[config.mk]
export PLATFORM = sky130hd
export DESIGN_NAME = cdb_arbiter_flat
export DESIGN_NICKNAME = d
export VERILOG_FILES = /design/src/rtl/cdb_arbiter_if.sv /design/src/rtl/cdb_arbiter.sv /design/src/flat_wrapper.sv
export SDC_FILE = /design/constraint.sdc
export NUM_CORES = 1
export LEC_CHECK = 0
export ABC_AREA = 1
export BUFFER_PORTS_ARGS = -buffer_cell sky130_fd_sc_hd__buf_4
export CAP_MARGIN = 25
export CELL_PAD_IN_SITES_DETAIL_PLACEMENT = 1
export CELL_PAD_IN_SITES_GLOBAL_PLACEMENT = 1
export CORE_UTILIZATION = 40
export CTS_BUF_LIST = sky130_fd_sc_hd__clkbuf_8 sky130_fd_sc_hd__clkbuf_16
export CTS_CLUSTER_SIZE = 40
export DETAILED_ROUTE_END_ITERATION = 7
export PLACE_DENSITY = 0.81
export SLEW_MARGIN = 15
export SYNTH_ARGS = -nofsm -noshare
export SYNTH_HDL_FRONTEND = slang
export SYNTH_SLANG_ARGS = --single-unit
export TNS_END_PERCENT = 10
[constraint.sdc]
create_clock -name clk -period 8.2 [get_ports clk]
set_clock_uncertainty 0.15 [all_clocks]
set_input_delay 1.64 -clock clk [delete_from_list [all_inputs] [get_ports clk]]
set_output_delay 1.64 -clock clk [all_outputs]
set_load 0.03 [all_outputs]
[src/rtl/cdb_arbiter_if.sv]
// Producer/consumer bundle for the common data bus arbiter.
// The master side drives the two producer result ports and observes the
// full flags, overflow and the registered CDB broadcast.
// The slave side (the arbiter) accepts pushes and drives the broadcast.
//   alu_valid/alu_rob_id/alu_value  : ALU result push
//   lsb_valid/lsb_rob_id/lsb_value  : LSB load-result push
//   alu_full/lsb_full               : per-producer FIFO full
//   cdb_valid/cdb_rob_id/cdb_value/cdb_src : registered broadcast
//   overflow                        : sticky push-while-full error
interface cdb_arbiter_if #(
  parameter int unsigned ROB_SIZE_WIDTH = 4
);
  logic                      alu_valid;
  logic [ROB_SIZE_WIDTH-1:0] alu_rob_id;
  logic [31:0]               alu_value;
  logic                      alu_full;

  logic                      lsb_valid;
  logic [ROB_SIZE_WIDTH-1:0] lsb_rob_id;
  logic [31:0]               lsb_value;
  logic                      lsb_full;

  logic                      cdb_valid;
  logic [ROB_SIZE_WIDTH-1:0] cdb_rob_id;
  logic [31:0]               cdb_value;
  logic                      cdb_src;
  logic                      overflow;

  modport master (
    output alu_valid, alu_rob_id, alu_value,
    output lsb_valid, lsb_rob_id, lsb_value,
    input  alu_full, lsb_full,
    input  cdb_valid, cdb_rob_id, cdb_value, cdb_src, overflow
  );

  modport slave (
    input  alu_valid, alu_rob_id, alu_value,
    input  lsb_valid, lsb_rob_id, lsb_value,
    output alu_full, lsb_full,
    output cdb_valid, cdb_rob_id, cdb_value, cdb_src, overflow
  );
endinterface

[src/rtl/cdb_arbiter.sv]
// Common data bus arbiter: two producer result FIFOs (index 0 = ALU,
// index 1 = LSB) drained one entry per cycle, round-robin, into a
// registered CDB broadcast.
// Ports:
//   clk        clock, posedge
//   rst        asynchronous active-low reset
//   rdy        global ready; 0 freezes all state
//   rob_clear  synchronous flush of all in-flight results
//   bus        cdb_arbiter_if.slave (pushes, full flags, broadcast, overflow)
module cdb_arbiter #(
  parameter int unsigned ROB_SIZE_WIDTH = 4,
  parameter int unsigned FIFO_DEPTH     = 4,
  parameter int unsigned FIFO_PTR_WIDTH = 2
) (
  input  logic          clk,
  input  logic          rst,
  input  logic          rdy,
  input  logic          rob_clear,
  cdb_arbiter_if.slave  bus
);

  localparam int unsigned CNT_W   = FIFO_PTR_WIDTH + 1;
  localparam int unsigned NUM_SRC = 2;

  // FIFO storage, indexed [source][entry]
  logic [ROB_SIZE_WIDTH-1:0] tag_mem [NUM_SRC][FIFO_DEPTH];
  logic [31:0]               val_mem [NUM_SRC][FIFO_DEPTH];

  logic [FIFO_PTR_WIDTH-1:0] wr_ptr_q [NUM_SRC];
  logic [FIFO_PTR_WIDTH-1:0] rd_ptr_q [NUM_SRC];
  logic [CNT_W-1:0]          count_q  [NUM_SRC];

  logic                      cdb_valid_q;
  logic [ROB_SIZE_WIDTH-1:0] cdb_rob_id_q;
  logic [31:0]               cdb_value_q;
  logic                      cdb_src_q;
  logic                      last_grant_q;
  logic                      overflow_q;

  // Per-source push view
  logic [NUM_SRC-1:0]        push_vld;
  logic [ROB_SIZE_WIDTH-1:0] push_tag [NUM_SRC];
  logic [31:0]               push_val [NUM_SRC];

  logic [NUM_SRC-1:0]        not_empty;
  logic [NUM_SRC-1:0]        full;
  logic [NUM_SRC-1:0]        push_ok;
  logic [NUM_SRC-1:0]        push_drop;
  logic [NUM_SRC-1:0]        pop;
  logic                      grant_valid;
  logic                      grant_src;
  logic [ROB_SIZE_WIDTH-1:0] head_tag;
  logic [31:0]               head_val;

  assign push_vld[0] = bus.alu_valid;
  assign push_vld[1] = bus.lsb_valid;
  assign push_tag[0] = bus.alu_rob_id;
  assign push_tag[1] = bus.lsb_rob_id;
  assign push_val[0] = bus.alu_value;
  assign push_val[1] = bus.lsb_value;

  // Occupancy, push admission and round-robin grant from registered counts;
  // a push accepted this cycle only becomes eligible next cycle.
  always_comb begin
    not_empty   = '0;
    full        = '0;
    push_ok     = '0;
    push_drop   = '0;
    pop         = '0;
    grant_valid = 1'b0;
    grant_src   = 1'b0;
    for (int i = 0; i < NUM_SRC; i++) begin
      not_empty[i] = (count_q[i] != '0);
      full[i]      = (count_q[i] == CNT_W'(FIFO_DEPTH));
      push_ok[i]   = push_vld[i] & ~full[i];
      push_drop[i] = push_vld[i] & full[i];
    end
    grant_valid = |not_empty;
    // Contention goes to the source that did not win last; otherwise the
    // only non-empty source wins.
    grant_src   = (&not_empty) ? ~last_grant_q : not_empty[1];
    pop[0]      = grant_valid & ~grant_src;
    pop[1]      = grant_valid & grant_src;
  end

  assign head_tag = tag_mem[grant_src][rd_ptr_q[grant_src]];
  assign head_val = val_mem[grant_src][rd_ptr_q[grant_src]];

  // Entry storage; contents need no reset since counts gate visibility.
  always_ff @(posedge clk) begin
    if (rdy && !rob_clear) begin
      for (int i = 0; i < NUM_SRC; i++) begin
        if (push_ok[i]) begin
          tag_mem[i][wr_ptr_q[i]] <= push_tag[i];
          val_mem[i][wr_ptr_q[i]] <= push_val[i];
        end
      end
    end
  end

  // Pointers, counts, broadcast register, grant history and error flag.
  always_ff @(posedge clk or negedge rst) begin
    if (!rst) begin
      for (int i = 0; i < NUM_SRC; i++) begin
        wr_ptr_q[i] <= '0;
        rd_ptr_q[i] <= '0;
        count_q[i]  <= '0;
      end
      cdb_valid_q  <= 1'b0;
      cdb_rob_id_q <= '0;
      cdb_value_q  <= '0;
      cdb_src_q    <= 1'b0;
      last_grant_q <= 1'b1;
      overflow_q   <= 1'b0;
    end else if (rdy) begin
      if (rob_clear) begin
        // Flush wins over push, pop and output load.
        for (int i = 0; i < NUM_SRC; i++) begin
          wr_ptr_q[i] <= '0;
          rd_ptr_q[i] <= '0;
          count_q[i]  <= '0;
        end
        cdb_valid_q <= 1'b0;
      end else begin
        for (int i = 0; i < NUM_SRC; i++) begin
          if (push_ok[i]) wr_ptr_q[i] <= wr_ptr_q[i] + FIFO_PTR_WIDTH'(1);
          if (pop[i])     rd_ptr_q[i] <= rd_ptr_q[i] + FIFO_PTR_WIDTH'(1);
          count_q[i] <= count_q[i] + CNT_W'(push_ok[i]) - CNT_W'(pop[i]);
        end
        if (|push_drop) overflow_q <= 1'b1;
        if (grant_valid) begin
          cdb_valid_q  <= 1'b1;
          cdb_rob_id_q <= head_tag;
          cdb_value_q  <= head_val;
          cdb_src_q    <= grant_src;
          last_grant_q <= grant_src;
        end else begin
          cdb_valid_q  <= 1'b0;
        end
      end
    end
  end

  assign bus.alu_full   = full[0];
  assign bus.lsb_full   = full[1];
  assign bus.cdb_valid  = cdb_valid_q;
  assign bus.cdb_rob_id = cdb_rob_id_q;
  assign bus.cdb_value  = cdb_value_q;
  assign bus.cdb_src    = cdb_src_q;
  assign bus.overflow   = overflow_q;

endmodule

[src/flat_wrapper.sv]
// flat-port wrapper written by rule: the top's interface ports become plain ports
module cdb_arbiter_flat 
#(
  parameter int unsigned ROB_SIZE_WIDTH = 4,
  parameter int unsigned FIFO_DEPTH     = 4,
  parameter int unsigned FIFO_PTR_WIDTH = 2
)
  (clk, rst, rdy, rob_clear, bus_alu_valid, bus_alu_rob_id, bus_alu_value, bus_lsb_valid, bus_lsb_rob_id, bus_lsb_value, bus_alu_full, bus_lsb_full, bus_cdb_valid, bus_cdb_rob_id, bus_cdb_value, bus_cdb_src, bus_overflow);
  cdb_arbiter_if #(.ROB_SIZE_WIDTH(ROB_SIZE_WIDTH)) bus_i ();
  input  logic clk;
  input  logic rst;
  input  logic rdy;
  input  logic rob_clear;
  input wire logic [$bits(bus_i.alu_valid)-1:0] bus_alu_valid;
  input wire logic [$bits(bus_i.alu_rob_id)-1:0] bus_alu_rob_id;
  input wire logic [$bits(bus_i.alu_value)-1:0] bus_alu_value;
  input wire logic [$bits(bus_i.lsb_valid)-1:0] bus_lsb_valid;
  input wire logic [$bits(bus_i.lsb_rob_id)-1:0] bus_lsb_rob_id;
  input wire logic [$bits(bus_i.lsb_value)-1:0] bus_lsb_value;
  output wire logic [$bits(bus_i.alu_full)-1:0] bus_alu_full;
  output wire logic [$bits(bus_i.lsb_full)-1:0] bus_lsb_full;
  output wire logic [$bits(bus_i.cdb_valid)-1:0] bus_cdb_valid;
  output wire logic [$bits(bus_i.cdb_rob_id)-1:0] bus_cdb_rob_id;
  output wire logic [$bits(bus_i.cdb_value)-1:0] bus_cdb_value;
  output wire logic [$bits(bus_i.cdb_src)-1:0] bus_cdb_src;
  output wire logic [$bits(bus_i.overflow)-1:0] bus_overflow;
  assign bus_i.alu_valid = bus_alu_valid;
  assign bus_i.alu_rob_id = bus_alu_rob_id;
  assign bus_i.alu_value = bus_alu_value;
  assign bus_i.lsb_valid = bus_lsb_valid;
  assign bus_i.lsb_rob_id = bus_lsb_rob_id;
  assign bus_i.lsb_value = bus_lsb_value;
  assign bus_alu_full = bus_i.alu_full;
  assign bus_lsb_full = bus_i.lsb_full;
  assign bus_cdb_valid = bus_i.cdb_valid;
  assign bus_cdb_rob_id = bus_i.cdb_rob_id;
  assign bus_cdb_value = bus_i.cdb_value;
  assign bus_cdb_src = bus_i.cdb_src;
  assign bus_overflow = bus_i.overflow;
  cdb_arbiter #(.ROB_SIZE_WIDTH(ROB_SIZE_WIDTH), .FIFO_DEPTH(FIFO_DEPTH), .FIFO_PTR_WIDTH(FIFO_PTR_WIDTH)) u_core (.clk(clk), .rst(rst), .rdy(rdy), .rob_clear(rob_clear), .bus(bus_i));
endmodule
; ---- After elaboration in Yosys (flattened, before gate mapping)
; Memory sizes are Yosys's and may differ from the RTL's.
; Cells that the tools add are included.
[word_totals]
reg_bits = 54
output_inout_bits = 41
ram_bits = 288
n_memories = 2
[classes]
bitwise = 15
n_reduce_logical = 19
n_eq_ne = 2
n_lt_le_gt_ge = 6
n_mux = 35
addsub = 8
[mem_list]
columns = memory, depth, width, read_ports, rd_clocked_by_memory_dff, write_ports, line_no
row1 = u_core.val_mem, 2, 128, 1, 0, 2, cdb_arbiter.sv:27  ; logic [31:0] val_mem [NUM_SRC][FIFO_DEPTH];
row2 = u_core.tag_mem, 2, 16, 1, 0, 2, cdb_arbiter.sv:26  ; logic [ROB_SIZE_WIDTH-1:0] tag_mem [NUM_SRC][FIFO_DEPTH];
[ops]
columns = operator, n
row1 = 2-to-1 mux 128 bit, 2
row2 = demux 32 bit (select 2 bit), 2
row3 = 2-to-1 mux 32 bit, 4
row4 = binary-select mux 32 bit (select 2 bit), 1
row5 = 2-to-1 mux 16 bit, 2
row6 = 2-to-1 mux 4 bit, 6
row7 = demux 4 bit (select 2 bit), 2
row8 = 2-to-1 mux 2 bit, 7
row9 = AND reduction 2 bit, 5
row10 = >= comparator 3 bit (second input constant), 3
row11 = inverter 2 -> 3 bit, 3
row12 = adder 2 x 1 -> 2 bit (second input constant), 4
row13 = binary-select mux 4 bit (select 2 bit), 1
row14 = nonzero test 2 bit, 4
row15 = 2-to-1 mux 1 bit, 7
row16 = adder 3 x 1 -> 3 bit, 2
row17 = bitwise AND 1 bit, 6
row18 = == test 3 bit (second input constant), 2
row19 = < comparator 3 x 1 -> 1 bit (second input constant), 2
row20 = 2-to-1 mux 6 bit, 1
row21 = AND reduction 3 bit, 2
row22 = nonzero test 3 bit, 2
row23 = subtractor 3 x 1 -> 3 bit, 2
row24 = inverter 1 bit, 5
row25 = 5 further kinds, 8

; ---- Logic depth before layout (Yosys ltp)
[depth]
ltp_word = 11
depth_mapped = 15
depth_no_buf = 14

; ---- Worst setup path after synthesis
; OpenSTA, ideal clock, no wires.
[synth_path]
path_type = in2reg
start = input port bus_alu_valid
end = memory u_core.tag_mem[0][0] (netlist bit), enable pin
slack_ns = 4.093
path_stages = 4
n_path_buf = 0
arrival_ns = 3.527
setup_ns = 0.429
path_cell_list = inv_1 > nor2_1 > nand2_1 > nor2_1
[synth_lines]
columns = item, line_no
row1 = start: declaration, flat_wrapper.sv:14  ; input wire logic [$bits(bus_i.alu_valid)-1:0] bus_alu_valid;
row2 = end: declaration, cdb_arbiter.sv:26

; ---- Final worst setup path
[layout_path]
start = register u_core.count_q[1] (netlist bit)
end = register u_core.cdb_value_q[12] (netlist: u_core.bus.cdb_value[12])
[layout_between]
elab_chain_cells = 11
word_cells_on_any_way = 14
classes_between = mux: 7 / bitwise: 2 / reduce/logical: 4 / memory: 1
[layout_rtl]
columns = item, line_no
row1 = start: declaration, cdb_arbiter.sv:31  ; logic [CNT_W-1:0] count_q [NUM_SRC];
row2 = start signal: indexed assignment, cdb_arbiter.sv:128  ; count_q[i] <= count_q[i] + CNT_W'(push_ok[i]) - CNT_W'(pop[i]);
row3 = nonzero test 3 bit *, cdb_arbiter.sv:73  ; not_empty[i] = (count_q[i] != '0);
row4 = AND reduction 2 bit, cdb_arbiter.sv:81  ; grant_src = (&not_empty) ? ~last_grant_q : not_empty[1];
row5 = 2-to-1 mux 1 bit, cdb_arbiter.sv:81
row6 = inverter 1 -> 2 bit (not written as such), cdb_arbiter.sv:87  ; assign head_val = val_mem[grant_src][rd_ptr_q[grant_src]];
row7 = 2-to-1 mux 2 bit (not written as such) (3 in a row), cdb_arbiter.sv:87
row8 = inverter 2 -> 3 bit (not written as such), cdb_arbiter.sv:87
row9 = binary-select mux 32 bit (select 2 bit), cdb_arbiter.sv:87
row10 = 2-to-1 mux 32 bit (not written as such) (2 in a row), cdb_arbiter.sv:87
row11 = end signal: assignment, cdb_arbiter.sv:134  ; cdb_value_q <= head_val;
row12 = end: declaration, cdb_arbiter.sv:35  ; logic [31:0] cdb_value_q;
; Every way passes the cells marked *; elsewhere a longest branch is shown, timed or not. The select of a mux whose other input is x is not followed.
; A chain may end at the register's enable or synchronous reset.

==> impl_metrics.py <==
metrics = {
    "timing": {
        "hold_ws_ns": 0.3214,
        "relSlewSlack": 0.2989,
        "worst_slew_pin_slew_ns": 1.050,
        "fin_crit_ns": 3.918,
        "tns_ns": 0,
        "slew_viol_final": 0,
        "rsz0062_at_grt": "false",
        "fmax_mhz": 255.2,
        "setup_viol": 0,
        "finalCritPeriodShare": 0.4778,
        "finalHoldViolCount": 0,
    },
    "synth": {
        "synth.top_cell.area_share": 0.5916,
        "synthAdderAreaFrac": 0.01301,
        "syn-instance-count": 1408,
        "synth_compound_area_frac": 0.01018,
        "yosys.area_share.simple": 0.2528,
        "synth_most_common_cell": "nand2_1",
        "async_flop_share": 0.1579,
        "synth_edf_count": 288,
        "synth_top_area_cell": "edfxtp_1",
        "synth_xor_area_frac": 0.001198,
        "synth_common_cells": "744 x nand2_1, 288 x edfxtp_1, 146 x nand3_1",
        "synth_flop_cell": "edfxtp_1",
        "muxShareOfSynthArea": 0,
        "synthTopCellsByArea": "edfxtp_1 59%, nand2_1 19%, dfrtp_1 9.1%",
        "yosys_warnings": 0,
        "ys_seq_area_frac": 0.6841,
        "avgSynthCellArea_sq_um": 10.38,
        "synth-seq-cells": 342,
        "syn-num-nets": 1500,
        "syn-cell-area_sq_mm": 0.01462,
        "synth_cell_type_count": 34,
        "synth_top_family_by_area": "simple AND/OR/NAND/NOR gates",
    },
    "placement": {
        "dp_hpwl_mm": 23.37,
        "place_congestion": 0.7270,
        "port_buffers": 118,
    },
    "global_routing": {
        "track_usage": 0.2305,
        "grt.overflow.total": 0,
        "grt_max_degree": 101,
        "antenna_found_initial": 0,
        "grt_pass1_vias": 11430,
        "grt_pass1_wl_mm": 64.38,
    },
    "critical_path": {
        "end_kind": "flop",
        "required_ns": 8.51,
        "ff2ff_path_depth": 10,
        "crit_type": "reg2reg",
        "worstPathArrival_ns": 4.23,
        "worst-path-max-fanout": 52,
        "ff2ff_setup_slack_ns": 4.28,
        "r2r_start": "u_core.count_q[1]",
        "crit_start": "u_core.count_q[1]",
        "start_kind": "flop",
        "r2r_end": "u_core.bus.cdb_value[12]",
    },
    "run": {
        "drv_cap": 0,
    },
    "floorplanning": {
        "coreArea_sq_mm": 0.03574,
        "die_y_um": 193.2,
        "die_w_um": 193.2,
        "rows": 69,
        "die_area_sq_mm": 0.03732,
        "initial_utilization": 0.4090,
        "io_pins": 119,
    },
    "clocking": {
        "tritoncts.num_buffers": 38,
        "post_cts.repair.setup_buffers": 0,
        "h-tree-depth": 2,
        "clk_path_buf_depth": 3,
        "cts_sinks": 342,
        "clk_pin_slew_worst_paths_ns": 0.06,
        "root_buffer": "clkbuf_16",
        "cts_hold_buf": 0,
        "ctsResizeCount": 0,
        "clk_latency_ns": 0.53,
        "cts_tree": "yes",
    },
    "final_layout": {
        "final_nets": 1597,
        "drive_gt1_frac": 0.1382,
        "antenna_cells": 0,
        "area_delta_synth_final_pct": 16.37,
    },
    "detailed_routing": {
        "ant_nets": 0,
        "routed_wl_mm": 41.68,
        "drc": 0,
        "wl_per_cell_um": 20.89,
        "detail_route.vias_per_cell": 5.206,
        "vias": 10390,
        "drt_iter0_drc": 769,
        "firstDrtPassIters": 7,
    },
    "pwr": {
        "max-vdd-ir-drop_v": 0.0002467,
        "p_leak_uw": 0.007433,
        "p_sw_frac": 0.4423,
        "intPower_uw": 3852,
        "p_clk_frac": 0.232,
        "seqPwrFrac": 0.313,
        "netSwitchingPower_uw": 3055,
        "comb_power_share": 0.456,
        "power.density_mw_per_mm2": 406.0,
    },
    "worst_hold_path": {
        "hold_path.class": "reg2reg",
        "hold_path_startpoint": "u_core.bus.overflow",
        "worstHoldPathCells": 1,
        "min_to": "u_core.bus.overflow",
    },
    "run_status": {
        "status": "complete, no violations",
    },
}
## how the worst max path moves through the flow
| stage | endpoint | cells past startpoint |
|---|---|---|
| after detailed placement | u_core.bus.cdb_value[27] | 9 |
| final | u_core.bus.cdb_value[12] | 10 |
| after floorplan | u_core.tag_mem[0][0] | 4 |
| after global routing | u_core.bus.cdb_value[12] | 13 |
| after CTS | u_core.bus.cdb_value[12] | 9 |
| after global placement | u_core.val_mem[1][113] | 6 |
## routing by layer
layer | up-vias | wire [um] | global-route usage
met5 | - | 0 | 0
met4 | 0 | 923 | 0.07482
met3 | 71 | 1910 | 0.03403
met2 | 281 | 21890 | 0.4165
met1 | 5194 | 16960 | 0.2814
li1 | 4839 | - | -
## cell type report
type | count | area (sq um)
inverter | 35 | 131.4
tap | 461 | 576.8
clock buffer | 40 | 989.7
clock inverter | 29 | 185.2
fill | 3970 | 18730
sequential | 342 | 10000
timing repair buffer | 132 | 1003
multi-input combinational | 956 | 4125
## cells by family after synthesis
group           Yosys count
fa+ha+maj                14
xor+xnor                  2
compound gates           24
buf+inv                 110
flops                   342
simple gates            916
## registers in the layout (all words and copies together), names as in the netlist
| register | count |
|---|---|
| u_core.bus.cdb_rob_id | 4 |
| u_core.wr_ptr_q | 4 |
| u_core.bus.cdb_value | 32 |
| u_core.val_mem | 256 |
| u_core.rd_ptr_q | 4 |
| u_core.tag_mem | 32 |
| u_core.last_grant_q | 1 |
| u_core.count_q | 6 |
| u_core.bus.cdb_valid | 1 |
| u_core.bus.cdb_src | 1 |
| u_core.bus.overflow | 1 |
## stage by stage
step	power [uW]	area, sq um	utilization	setup slack, ns	instances
2_1_floorplan	4503	14620	-	4.094	1408
3_3_place_gp	5149	15820	0.4426	4.296	1925
3_5_place_dp	5308	15820	0.4426	4.176	1925
4_1_cts	6947	16990	0.4754	4.144	1994
5_1_grt	7420	17010	0.4760	4.034	1995
6_report	6908	17010	0.4760	4.282	1995
## worst max-delay path, cell delays in order (launching register included)
cell and delay, ns:
dfrtp_1 0.42, inv_2 0.12, nand3_4 0.47, buf_4 0.54, buf_12 0.26, nor2_1 0.24
nor2_4 0.04, buf_4 0.31, inv_2 0.85, nand2_1 0.19, nand2_1 0.15
## placed cells by master, fill, tap and decap left out, drive strengths merged, types with 2 or more instances in the layout
cell type  netlist  routed
a21oi            3       3
a32o             2       2
buf             69     132
clkbuf           6      40
clkinv           0      17
clkinvlp         0       3
dfrtp           53      53
edfxtp         288     288
fa               2       2
ha              12      12
inv             35      43
nand2          749     749
nand3          148     148
nor2            17      17
o21ai           15      15
o22ai            2       2
## power by group through the flow
| stage | registers (uW) | clock network [uW] | logic, uW |
|---|---|---|---|
| after floorplan | 2300 | 0 | 2200 |
| after global placement | 2190 | 0 | 2960 |
| after detailed placement | 2190 | 0 | 3120 |
| after CTS | 2160 | 1630 | 3160 |
| after global routing | 2170 | 1690 | 3560 |
| final | 2160 | 1600 | 3150 |
Note: power is estimated with default switching activity, not from simulation.
